[src/rtl/prog_load_ctrl.sv]
// prog_load_ctrl: framed UART loader for the 16-bit program RAM.
// Verifies an XOR checksum, then releases the CPU through cpu_run.
`timescale 1ns/1ps
module prog_load_ctrl #(
  parameter int DEPTH   = 256,
  parameter int TIMEOUT = 1_000_000,
  localparam int AW     = $clog2(DEPTH)
) (
  input  logic          clk,
  input  logic          n_rst,
  input  logic          n_but,
  input  logic          rx_valid,
  input  logic [7:0]    rx_byte,
  output logic          mem_we,
  output logic [AW-1:0] mem_waddr,
  output logic [15:0]   mem_wdata,
  output logic          cpu_run,
  output logic          load_err,
  output logic [AW:0]   words_loaded
);

  localparam int TW = $clog2(TIMEOUT + 1);
  localparam logic [8:0] DEPTH_W = 9'(DEPTH);
  localparam logic [TW-1:0] T_LAST = TW'(TIMEOUT - 1);
  localparam logic [7:0] SYNC = 8'hA5;

  typedef enum logic [2:0] {
    S_IDLE,
    S_LEN,
    S_HI,
    S_LO,
    S_CSUM,
    S_RUN,
    S_ERR
  } state_t;

  state_t        state;
  logic          but_q;
  logic          press;
  logic          in_frame;
  logic [8:0]    n_words;
  logic [AW:0]   cnt;
  logic [7:0]    hi_q;
  logic [7:0]    csum;
  logic [TW-1:0] tcnt;
  logic [8:0]    len_n;
  logic [8:0]    cnt_nx;

  assign press    = but_q & ~n_but;
  assign in_frame = (state == S_LEN) || (state == S_HI) ||
                    (state == S_LO)  || (state == S_CSUM);
  assign len_n    = (rx_byte == 8'h00) ? 9'd256 : {1'b0, rx_byte};
  assign cnt_nx   = 9'(cnt) + 9'd1;

  // Delayed button level; a 1->0 step is one press.
  always_ff @(posedge clk or negedge n_rst) begin
    if (!n_rst) begin
      but_q <= 1'b1;
    end else begin
      but_q <= n_but;
    end
  end

  // Frame parser: sequencing, write pulse, checksum and timeout.
  always_ff @(posedge clk or negedge n_rst) begin
    if (!n_rst) begin
      state        <= S_IDLE;
      mem_we       <= 1'b0;
      mem_waddr    <= '0;
      mem_wdata    <= '0;
      cpu_run      <= 1'b0;
      load_err     <= 1'b0;
      words_loaded <= '0;
      n_words      <= '0;
      cnt          <= '0;
      hi_q         <= '0;
      csum         <= '0;
      tcnt         <= '0;
    end else begin
      mem_we <= 1'b0;
      if (in_frame && press) begin
        state <= S_IDLE;
        tcnt  <= '0;
      end else if (state == S_RUN) begin
        if (press) begin
          state   <= S_IDLE;
          cpu_run <= 1'b0;
        end
      end else if (in_frame && !rx_valid) begin
        if (tcnt == T_LAST) begin
          state    <= S_ERR;
          load_err <= 1'b1;
          tcnt     <= '0;
        end else begin
          tcnt <= tcnt + TW'(1);
        end
      end else if (rx_valid) begin
        tcnt <= '0;
        unique case (state)
          S_IDLE, S_ERR: begin
            if (rx_byte == SYNC) begin
              state    <= S_LEN;
              load_err <= 1'b0;
            end
          end
          S_LEN: begin
            if (len_n > DEPTH_W) begin
              state    <= S_ERR;
              load_err <= 1'b1;
            end else begin
              state   <= S_HI;
              n_words <= len_n;
              cnt     <= '0;
              csum    <= rx_byte;
            end
          end
          S_HI: begin
            hi_q  <= rx_byte;
            csum  <= csum ^ rx_byte;
            state <= S_LO;
          end
          S_LO: begin
            mem_we    <= 1'b1;
            mem_waddr <= cnt[AW-1:0];
            mem_wdata <= {hi_q, rx_byte};
            csum      <= csum ^ rx_byte;
            cnt       <= cnt_nx[AW:0];
            state     <= (cnt_nx == n_words) ? S_CSUM : S_HI;
          end
          S_CSUM: begin
            if (rx_byte == csum) begin
              state        <= S_RUN;
              cpu_run      <= 1'b1;
              words_loaded <= n_words[AW:0];
            end else begin
              state    <= S_ERR;
              load_err <= 1'b1;
            end
          end
          default: state <= S_IDLE;
        endcase
      end
    end
  end

endmodule

[config.mk]
export PLATFORM = sky130hd
export DESIGN_NAME = prog_load_ctrl
export DESIGN_NICKNAME = d
export VERILOG_FILES = /design/src/rtl/prog_load_ctrl.sv
export SDC_FILE = /design/constraint.sdc
export NUM_CORES = 1
export LEC_CHECK = 0
export BUFFER_PORTS_ARGS = -buffer_cell sky130_fd_sc_hd__buf_2
export CAP_MARGIN = 20
export CORE_UTILIZATION = 40
export CTS_CLUSTER_DIAMETER = 40
export DETAILED_ROUTE_END_ITERATION = 16
export SLEW_MARGIN = 40
export SYNTH_ARGS = -nofsm -noshare
export SYNTH_HDL_FRONTEND = slang
export SYNTH_SLANG_ARGS = --single-unit
[constraint.sdc]
create_clock -name clk -period 2.4 [get_ports clk]
set_clock_uncertainty 0.1 [all_clocks]
set_input_delay 0.72 -clock clk [delete_from_list [all_inputs] [get_ports clk]]
set_output_delay 0.72 -clock clk [all_outputs]
set_load 0.005 [all_outputs]
# Word level (Yosys, flattened, before mapping)
# Index checks and enable logic that the tools add are counted.
totals:
  input_bits: 12
  register_bits: 94
  out_inout_bits: 36
  word_cells: 112
classes:
  addsub: 2
  eq_ne: 21
  bitwise_logic: 7
  muxes: 39
  reduce_logical: 29
  order_cmp: 1
op_table:
  columns: ["op", "count"]
  rows:
  - ["$mux 20", 5]
  - ["$reduce_and 6->1", 5]
  - ["$mux 3", 9]
  - ["$add 20x1->20 const B", 1]
  - ["$eq 20x20->1 const B", 1]
  - ["$mux 9", 2]
  - ["$pmux 9 s2", 1]
  - ["$mux 1", 17]
  - ["$pmux 8 s2", 1]
  - ["$pmux 3 s5", 1]
  - ["$reduce_bool 2->1", 6]
  - ["$reduce_and 5->1", 2]
  - ["$add 9x1->9 const B", 1]
  - ["$eq 3x3->1 const B", 3]
  - ["$eq 9x9->1", 1]
  - ["$gt 9x9->1 const B", 1]
  - ["$ne 3x3->1 const B", 3]
  - ["$eq 8x8->1", 1]
  - ["$eq 8x8->1 const B", 1]
  - ["$logic_not 8->1", 1]
  - ["$mux 8", 1]
  - ["$ne 2x2->1 const B", 4]
  - ["$reduce_and 8->1", 1]
  - ["$reduce_bool 4->1", 2]
  - ["other kinds (19)", 28]

# Depth between registers and ports, before layout
# Gate-level depths: netlist of the first run.
logic_depth:
  word_depth: 9
  ltp_mapped: 8
  ltp_nobuf: 7

# Worst setup path after synthesis of the first run
# OpenSTA, ideal clock, no wires.
synth_timing:
  path_type: "in2reg"
  from: "input rx_byte[5]"
  to: "register words_loaded[0]"
  arrival_ns: 2.344
  t_required_ns: 2.175
  setup_slack_ns: -0.168
  path_stages: 6
  setup_time_ns: 0.125
  path_buffers: 1
  path_cell_list: "clkbuf_1 > xor2_1 > nor4_1 > nand2_1 > nor3_2 > mux2_2"
synth_between:
  elab_chain_len: 2
synth_rtl:
  columns: ["element", "line", "rtl"]
  rows:
  - ["from (decl)", "13", "input logic [7:0] rx_byte,"]
  - ["$eq 8x8->1", "131", "if (rx_byte == csum) begin"]
  - ["$reduce_and 6->1 (no source line)", null, null]
  - ["to (signal assigned)", "134", "words_loaded <= n_words[AW:0];"]
  - ["to (decl)", "19", "output logic [AW:0] words_loaded"]
# Every way passes these cells.
# A chain may end at the register's enable or synchronous reset.

# Worst setup path in the final report of the first run
layout_timing:
  from: "register tcnt[15]"
  to: "register state[2]"
layout_between:
  elab_chain_len: 3
layout_rtl:
  columns: ["element", "line", "rtl"]
  rows:
  - ["from (decl)", "45", "logic [TW-1:0] tcnt;"]
  - ["from (signal assigned)", "95", "tcnt <= tcnt + TW'(1);"]
  - ["$eq 20x20->1", "90", "if (tcnt == T_LAST) begin"]
  - ["$ne 4x3->1 (no source line)", null, null]
  - ["$reduce_and 4->1 (no source line)", null, null]
  - ["to (signal assigned)", "128", "state <= (cnt_nx == n_words) ? S_CSUM : S_HI;"]
  - ["to (decl)", "37", "state_t state;"]
# Every way passes these cells.

==> flow_summary.yaml, run 1 <==
critical_path:
  crit_type: "register to register"
  worst_ep_required_time_ns: 2.54
  cp-start-kind: "register"
  critical-path-top-delay-family: "simple AND/OR/NAND/NOR gates"
  worst_path_most_repeated_cell: "or4_4"
  cp_max_fo: 6
  cpMaxStageDelayCell: "or4_4"
  worstPathCellList: "or4_4 > or4_4 > o21ai_4 > o21ai_2 > a32o_1 > a221o_1"
  critical_path.max_stage_delay_ns: 0.54
  worst-endpoint-arrival_ns: 2.51
  cp-end-kind: "register"
  critical_path_buf_inv_count: 0
cells_and_area:
  area.sequential_mm2: 0.00235
  final_common_cell: "dfrtp_1"
  antennaDiodeCount: 0
  layout.core_utilization_pct: 51.2
  layout.filler_cells: 1038
  post_route_cells_drive_above_1_share_pct: 35.5
  finish.instance_area_mm2: 0.00587
  layout_common_cells: "93 x dfrtp_1, 58 x buf_4, 50 x mux2_2"
  number_of_nets_in_the_final_layout: 550
  area_of_combinational_cells_with_multiple_inputs_mm2: 0.00223
  flow.area_growth_from_synthesis_pct: 24.5
power_and_ir_drop:
  vdd_drop_max_mv: 0.564
  cellPowerDensity_mw_per_mm2: 1080
  finalPower_mw: 6.32
  p_leak_nw: 2.76
placement:
  port-buffer-count: 47
  placer_congestion: 0.874
  detailed_place.area_mm2: 0.00551
  dpl.hpwl_um: 7630
  dp_slack_ns: -0.0996
hold_path:
  worstHoldPathType: "primary input to asynchronous set/reset pin"
clocking:
  total_clock_buffers_created_by_cts: 9
  clk_transition_reported_paths_ns: 0.07
  ctsRootBufferMaster: "clkbuf_16"
  cts.sink_count: 94
  htreeDepth: 3
  clk_latency_ns: 0.35
  clockBufferDepth: 2
  clock_tree_from_tritoncts: "built"
  holdBufCountCts: 0
yosys:
  synth-edff-count: 0
  async_flop_share_pct: 100
  flip_flop_and_latch_count_after_synthesis: 94
  synthesis.area_mm2: 0.00471
  ys_warn_count: 0
  avgSynthCellArea_um2: 10.5
  synthesis.nets: 461
  synth-seq-area-share_pct: 49.9
  most_used_dff_post_synth: "dfrtp_1"
  synthDistinctLibCells: 56
  postSynthCellCount: 447
floorplan:
  initial_utilization_pct: 41.1
  placeableCoreArea_mm2: 0.0115
  floorplan.io_pins: 48
  dieArea_mm2: 0.0122
  floorplan.rows: 39
  die_w_um: 111
  fp.dieH_um: 111
sta:
  final.setup.worst_slack_ns: 0.0334
  fmaxAchievable_mhz: 423
  timing_hold_violations_final: 0
  finalCriticalPeriod_ns: 2.37
  worst_slew_pin_slew_ns: 0.446
  report.final.setup_viol: 0
  slew_viols_final: 0
  final_min_period_over_clock_period_pct: 98.6
  timing.slew.headroom_pct: 70.2
  setup_repair_after_global_routing_missed_its_margin: "yes"
  totalNegativeSetupSlack_ns: 0
global_routing:
  first_global_vias: 3575
  grt_util_all_layers_pct: 18.4
  grt_start_max_net_pins: 54
  antenna_found_initial: 0
  grt_first_pass_wirelength_um: 17900
  global_route.overflow_total: 0
drt:
  firstDrtPassIters: 4
  wl_per_cell_um: 15.5
  vias: 3659
  drt_wl_total_um: 10600
  drc_errors_left: 0
  final_antenna_net_count: 0
  initialDrtViolationCount: 236
  avg_vias_per_cell: 5.35
flow_run:
  cap_viol_max_count: 0
run_status:
  status: "completed"
## registers in the layout, indices dropped and copies added, names as in the netlist
register      count
n_words           9
words_loaded      9
cnt               9
load_err          1
but_q             1
csum              8
mem_we            1
hi_q              8
cpu_run           1
tcnt             20
state             3
mem_wdata        16
mem_waddr         8
## stage by stage
step / std cells / hold WS, ns
2_1_floorplan: 447 / 0.324
4_1_cts: 683 / 0.195
5_1_grt: 684 / 0.201
6_report: 684 / 0.182
3_5_place_dp: 667 / 0.388
3_3_place_gp: 667 / 0.383
## synthesized netlist by cell type, types with 2 or more instances
library cell / number / area share [%]
clkbuf_1: 20 / 1.6
nand4_1: 8 / 1.1
dfrtp_1: 93 / 49
nor3_1: 13 / 1.4
a21o_1: 6 / 0.96
xor2_1: 15 / 2.8
or4_1: 3 / 0.48
o21ai_0: 20 / 2.1
a32o_1: 2 / 0.42
a31oi_1: 2 / 0.27
and3_1: 3 / 0.40
and4_1: 2 / 0.37
nor2_1: 27 / 2.1
o211ai_1: 2 / 0.32
nand3_1: 21 / 2.2
inv_1: 10 / 0.80
mux2i_1: 11 / 2.3
xnor2_1: 11 / 2.0
or3_1: 5 / 0.66
or2_2: 3 / 0.40
ha_1: 2 / 0.53
a21oi_1: 30 / 3.2
nor2b_1: 4 / 0.53
a22o_1: 8 / 1.5
mux2_2: 50 / 12
buf_2: 4 / 0.42
buf_1: 5 / 0.40
nand2_1: 32 / 2.5
nor4_1: 8 / 1.1
## final cells by class
| type | count | share of cell area [%] |
|---|---|---|
| repair buffers | 108 | 12.6 |
| well taps | 143 | 3.05 |
| multi-input cells | 313 | 38.1 |
| flip-flops and latches | 94 | 40.1 |
| clock buffers | 9 | 3.84 |
| clock inverters | 7 | 1.77 |
| inverters | 10 | 0.639 |
## logic make-up (layout without fill, tap and decap cells)
group / after synthesis / after routing / synth area share [%]
XOR/XNOR: 26 / 26 / 4.83
buffers and inverters: 40 / 134 / 3.45
AND/OR/NAND/NOR: 138 / 138 / 14.9
AO/OA/AOI/OAI: 86 / 86 / 12.1
adder cells (fa/ha/maj): 2 / 2 / 0.531
flip-flops: 94 / 94 / 49.9
multiplexers: 61 / 61 / 14.3
## timing repair
action                     4_1_cts  5_1_grt
pin swaps                        2        2
gates resized for setup          3        3
setup endpoints to repair        1       13
buffers inserted                 0        1
## power breakdown
group / internal (mW) / total, mW / leakage, nW / switching [mW]
sequential: 2.02 / 2.33 / 1.22 / 0.311
combinational: 1.19 / 2.40 / 1.38 / 1.21
clock: 0.929 / 1.59 / 0.160 / 0.656
total: 4.14 / 6.32 / 2.76 / 2.18
## metal layers
| layer | wire (µm) | global-route usage [%] | up-vias |
|---|---|---|---|
| met1 | 5130 | 25.4 | 1792 |
| met3 | 303 | 3.84 | 17 |
| li1 | - | - | 1793 |
| met5 | 0 | 0 | - |
| met4 | 209 | 8.18 | 0 |
| met2 | 4940 | 28.0 | 57 |
## path summary, 6_finish.rpt
| kind | startpoint | end | slack (ns) | depth (start not counted) |
|---|---|---|---|---|
| worst min register to register | mem_waddr[2] | mem_waddr[2] | 0.40 | 1 |
| worst max-delay path | tcnt[15] | state[2] | 0.03 | 6 |
| worst min-delay path | n_rst | mem_waddr[1] | 0.18 | 1 |
| worst max register to register | tcnt[15] | state[2] | 0.03 | 6 |
| min in group clk | n_but | but_q | 0.38 | 1 |
| max in group asynchronous | n_rst | but_q | 1.40 | 2 |
Power figures use the tool's default switching activity.
==> inputs of run 2 (changes only) <==
Settings changed: ABC_AREA from default to 1, MAX_ROUTING_LAYER from default to met4.
==> flow_summary.yaml, run 2 <==
power_and_ir_drop:
  p_leak_nw: 2.76
  vdd_drop_max_mv: 0.471
  cellPowerDensity_mw_per_mm2: 1110
  finalPower_mw: 6.32
sta:
  final.setup.worst_slack_ns: 0.118
  timing_hold_violations_final: 0
  timing.slew.headroom_pct: 70.8
  fmaxAchievable_mhz: 438
  slew_viols_final: 0
  final_min_period_over_clock_period_pct: 95.1
  report.final.setup_viol: 0
  setup_repair_after_global_routing_missed_its_margin: "no"
  totalNegativeSetupSlack_ns: 0
  finalCriticalPeriod_ns: 2.28
  worst_slew_pin_slew_ns: 0.437
yosys:
  ys_warn_count: 0
  synthesis.nets: 615
  synthDistinctLibCells: 44
  synth_top_area_share_pct: 47.7
  synthesis.area_mm2: 0.00487
  postSynthCellCount: 601
  synth_area_leaders: "dfrtp_1 48%, nand2_1 12%, o21ai_0 6.2%"
  synth-edff-count: 0
  post-synth-top-area-cell: "dfrtp_1"
  synth-seq-area-share_pct: 48.3
  yosys-top-cells-count: "162 x nand2_1, 93 x dfrtp_1, 70 x inv_1, 60 x o21ai_0, 49 x nor2_1"
  async_flop_share_pct: 100
  avgSynthCellArea_um2: 8.11
  post-synth-top-count-cell: "nand2_1"
  most_used_dff_post_synth: "dfrtp_1"
  flip_flop_and_latch_count_after_synthesis: 94
cells_and_area:
  final_common_cell: "nand2_1"
  largest_reg_flops: 20
  antennaDiodeCount: 0
  largestRegisters: "tcnt (20), mem_wdata (16)"
  top_register: "tcnt"
  flow.area_growth_from_synthesis_pct: 16.8
  layout.core_utilization_pct: 48.8
  post_route_cells_drive_above_1_share_pct: 20.0
  finish.instance_area_mm2: 0.00569
  number_of_nets_in_the_final_layout: 679
  layout_common_cells: "162 x nand2_1, 92 x dfrtp_1, 70 x inv_1"
global_routing:
  first_global_vias: 4029
  global_route.overflow_total: 0
  antenna_found_initial: 0
  grt_first_pass_wirelength_um: 20100
  grt_util_all_layers_pct: 21.0
  grt_start_max_net_pins: 37
placement:
  dp_slack_ns: 0.0855
  dpl.hpwl_um: 8950
  placer_congestion: 0.931
  port-buffer-count: 47
  detailed_place.area_mm2: 0.00537
drt:
  initialDrtViolationCount: 218
  vias: 4092
  final_antenna_net_count: 0
  drc_errors_left: 0
  firstDrtPassIters: 5
  drt_wl_total_um: 11900
  avg_vias_per_cell: 5.03
  wl_per_cell_um: 14.7
critical_path:
  regToRegStartpoint: "state[2]"
  cp_max_fo: 11
  crit_type: "register to register"
  worst-endpoint-arrival_ns: 2.41
  setup.reg_to_reg.worst_slack_ns: 0.12
  cp-end-kind: "register"
  worst_ep_required_time_ns: 2.53
  cp-start-kind: "register"
  timing.reg2reg.worst_path_depth: 11
  r2r-end: "tcnt[7]"
clocking:
  clk_transition_reported_paths_ns: 0.07
  total_clock_buffers_created_by_cts: 9
  clock_tree_from_tritoncts: "built"
  cts.sink_count: 94
  clk_latency_ns: 0.35
  htreeDepth: 3
  ctsRootBufferMaster: "clkbuf_16"
  clockBufferDepth: 2
floorplan:
  floorplan.rows: 39
  floorplan.io_pins: 48
  die_w_um: 112
  initial_utilization_pct: 41.8
  dieArea_mm2: 0.0126
  fp.dieH_um: 112
  placeableCoreArea_mm2: 0.0117
flow_run:
  cap_viol_max_count: 0
run_status:
  status: "completed"
hold_path:
  worstHoldPathType: "primary input to asynchronous set/reset pin"
run 2: worst max path at each step:
| stage | from | cells past startpoint | slack, ns | end |
|---|---|---|---|---|
| 2_1_floorplan | rx_byte[5] | 9 | 0.39 | words_loaded[1] |
| 3_3_place_gp | rx_byte[6] | 9 | 0.12 | words_loaded[2] |
| 3_5_place_dp | rx_byte[6] | 9 | 0.09 | words_loaded[8] |
| 4_1_cts | state[1] | 10 | 0.14 | tcnt[7] |
| 5_1_grt | state[2] | 11 | 0.02 | tcnt[12] |
| 6_report | state[2] | 11 | 0.12 | tcnt[7] |
run 2: final cells by class:
cell class | count | area, µm²
Inverter | 75 | 287
Timing Repair Buffer | 68 | 445
Tap cell | 143 | 179
Fill cell | 1154 | 5970
Clock buffer | 12 | 267
Multi-Input combinational cell | 417 | 2130
Sequential cell | 94 | 2350
Clock inverter | 4 | 36.3
run 2: metrics by stage:
stage	hold slack, ns	std cells
after global placement	0.363	796
after global routing	0.239	813
after floorplan	0.324	601
final	0.211	813
after detailed placement	0.361	796
after CTS	0.222	812
run 2: report_power, final:
group | leakage, nW | internal (mW) | total, mW | switching [mW]
clock | 0.148 | 0.803 | 1.44 | 0.640
sequential | 1.23 | 2.10 | 2.48 | 0.380
combinational | 1.38 | 0.908 | 2.39 | 1.49
run 2: routing by layer:
metal	track usage, %	share of wire [%]
met1	28.8	49
met4	7.47	1.6
met2	32.1	46
met5	-	0
met3	2.48	3.2
run 2: critical path, stage by stage, from the launching register on:
cell and delay, ns:
dfrtp_1 0.45, inv_1 0.08, nor2_1 0.06, nand2_1 0.10, nand2_2 0.09, nor2_2 0.20
nand2_1 0.13, nand2_2 0.23, inv_2 0.17, nand2_2 0.20, o21ai_1 0.11, a21boi_0 0.25
run 2: kinds of logic after synthesis:
| kind of cell | synth area share, % |
|---|---|
| xor+xnor | 2.87 |
| compound gates | 13.0 |
| fa+ha+maj | 0.513 |
| buf+inv | 8.11 |
| flops | 48.3 |
| simple gates | 27.2 |
run 2: repair_timing:
action / 4_1_cts / 5_1_grt
resized for setup: 0 / 1
hold buffers: 0 / 0
setup endpoints to repair: 0 / 4
setup buffers: 0 / 1
==> inputs of run 3 (changes only) <==
Settings changed: PLACE_DENSITY from default to 0.65, SKIP_LAST_GASP from default to 1.
==> flow_summary.yaml, run 3 (same netlist as run 2, synthesis figures left out) <==
hold_path:
  worstHoldPathType: "primary input to asynchronous set/reset pin"
sta:
  fmaxAchievable_mhz: 464
  slew_viols_final: 0
  final.setup.worst_slack_ns: 0.246
  finalCriticalPeriod_ns: 2.15
  timing_hold_violations_final: 0
  final_min_period_over_clock_period_pct: 89.7
  worst_slew_pin_slew_ns: 0.575
  setup_repair_after_global_routing_missed_its_margin: "no"
  totalNegativeSetupSlack_ns: 0
  report.final.setup_viol: 0
  timing.slew.headroom_pct: 61.5
power_and_ir_drop:
  vdd_drop_max_mv: 0.614
  cellPowerDensity_mw_per_mm2: 1100
  fraction_of_power_spent_switching_nets_pct: 39.9
  comb_power_share_pct: 38.2
  net_load_switching_power_mw: 2.45
  clock_power_share_pct: 21.4
  pwr-share-seq_pct: 40.4
  internal-power_mw: 3.70
  p_leak_nw: 2.71
placement:
  port-buffer-count: 47
  dp_slack_ns: 0.111
  placer_congestion: 0.909
  dpl.hpwl_um: 8260
critical_path:
  crit_type: "register to register"
  timing.reg2reg.worst_path_depth: 13
  cp-end-kind: "register"
  regToRegStartpoint: "state[2]"
  worst-endpoint-arrival_ns: 2.30
  r2r-end: "mem_waddr[0]"
  cp_max_fo: 15
  worst_ep_required_time_ns: 2.55
  setup.reg_to_reg.worst_slack_ns: 0.25
  cp-start-kind: "register"
global_routing:
  grt_start_max_net_pins: 95
  global_route.overflow_total: 0
  antenna_found_initial: 0
  first_global_vias: 3991
  grt_first_pass_wirelength_um: 19500
  grt_util_all_layers_pct: 20.1
cells_and_area:
  top_register: "tcnt"
  number_of_nets_in_the_final_layout: 674
  largestRegisters: "tcnt (20), mem_wdata (16)"
  flow.area_growth_from_synthesis_pct: 15.0
  layout_common_cells: "162 x nand2_1, 92 x dfrtp_1, 70 x inv_1"
  largest_reg_flops: 20
  area.sequential_mm2: 0.00235
  final_common_cell: "nand2_1"
  layout.filler_cells: 1109
  post_route_cells_drive_above_1_share_pct: 19.1
  area_of_combinational_cells_with_multiple_inputs_mm2: 0.00213
  antennaDiodeCount: 0
run_status:
  status: "completed"
floorplan:
  dieArea_mm2: 0.0126
  floorplan.io_pins: 48
  floorplan.rows: 39
  die_w_um: 112
  fp.dieH_um: 112
  placeableCoreArea_mm2: 0.0117
  initial_utilization_pct: 41.8
clocking:
  clk_latency_ns: 0.35
  clk_transition_reported_paths_ns: 0.07
  clock_tree_from_tritoncts: "built"
  clockBufferDepth: 2
  postCtsSetupBuffers: 0
  ctsRootBufferMaster: "clkbuf_16"
  total_clock_buffers_created_by_cts: 9
  htreeDepth: 3
  cts.sink_count: 94
drt:
  route.layer.met1.wl_um: 5450
  avg_vias_per_cell: 5.11
  wl_per_cell_um: 14.1
  met2_length_um: 5220
  firstDrtPassIters: 5
  met3RoutedLength_um: 495
  initialDrtViolationCount: 388
  final_antenna_net_count: 0
  vias: 4121
  uppermost_signal_routing_layer_after_detailed_routing: "met4"
  drt_wl_total_um: 11400
  drc_errors_left: 0
flow_run:
  cap_viol_max_count: 0
## run 3: changes by cell type in the layout (fill, tap and decap cells not counted)
cell,before,now
inv_8,1,0
buf_4,18,14
clkbuf_8,3,0
buf_12,4,3
clkbuf_1,0,1
clkinv_2,0,2
clkinv_4,0,1
inv_6,3,2
## run 3: layout make-up
type	count	area share (%)
inverters	75	5.11
clock inverters	5	0.625
flip-flops and latches	94	42.0
clock buffers	10	4.08
well taps	143	3.19
repair buffers	63	7.05
multi-input cells	417	37.9
## run 3: power groups by stage
stage               clock network [mW]  logic (mW)  registers, mW
finish                            1.31        2.35           2.49
global route                      1.41        2.68           2.55
CTS                               1.35        2.37           2.48
detailed placement                   0        2.35           2.51
global placement                     0        2.31           2.49
floorplan                            0        1.64           2.43
## run 3: through the flow
| step | cells | power, mW | hold slack (ns) | util (%) | instance area, µm² |
|---|---|---|---|---|---|
| after global routing | 807 | 6.64 | 0.354 | 48.1 | 5610 |
| after global placement | 792 | 4.80 | 0.362 | 45.8 | 5340 |
| after floorplan | 601 | 4.06 | 0.324 | - | 4870 |
| after detailed placement | 792 | 4.86 | 0.364 | 45.8 | 5340 |
| final | 807 | 6.15 | 0.317 | 48.1 | 5610 |
| after CTS | 807 | 6.20 | 0.337 | 48.1 | 5600 |
## run 3: critical path, stage by stage (launching register included)
cell and delay, ns:
dfrtp_1 0.43, inv_1 0.07, nor2_1 0.05, nand2_1 0.11
nand2_2 0.09, nor2_2 0.18, nor2_4 0.08, inv_6 0.10
nand2_8 0.07, nor2_8 0.19, nand2_4 0.19, inv_2 0.19
nand2_1 0.08, o21a_1 0.10
## run 3: how the worst max path moves through the flow
stage / to / startpoint
after floorplan: words_loaded[1] / rx_byte[5]
after global placement: words_loaded[3] / rx_byte[3]
after detailed placement: words_loaded[3] / rx_byte[2]
after CTS: mem_waddr[0] / state[1]
after global routing: mem_waddr[0] / state[2]
final: mem_waddr[0] / state[2]
## run 3: routing by layer
metal / global-route usage [%] / up-vias
met2: 30.2 / 93
met1: 27.3 / 1955
met5: - / -
li1: - / 2056
met3: 3.83 / 17
met4: 7.11 / 0
## run 3: what timing repair did
action / CTS / global route
hold buffers: 0 / 0
setup endpoints to repair: 0 / 1
resized for setup: 0 / 1
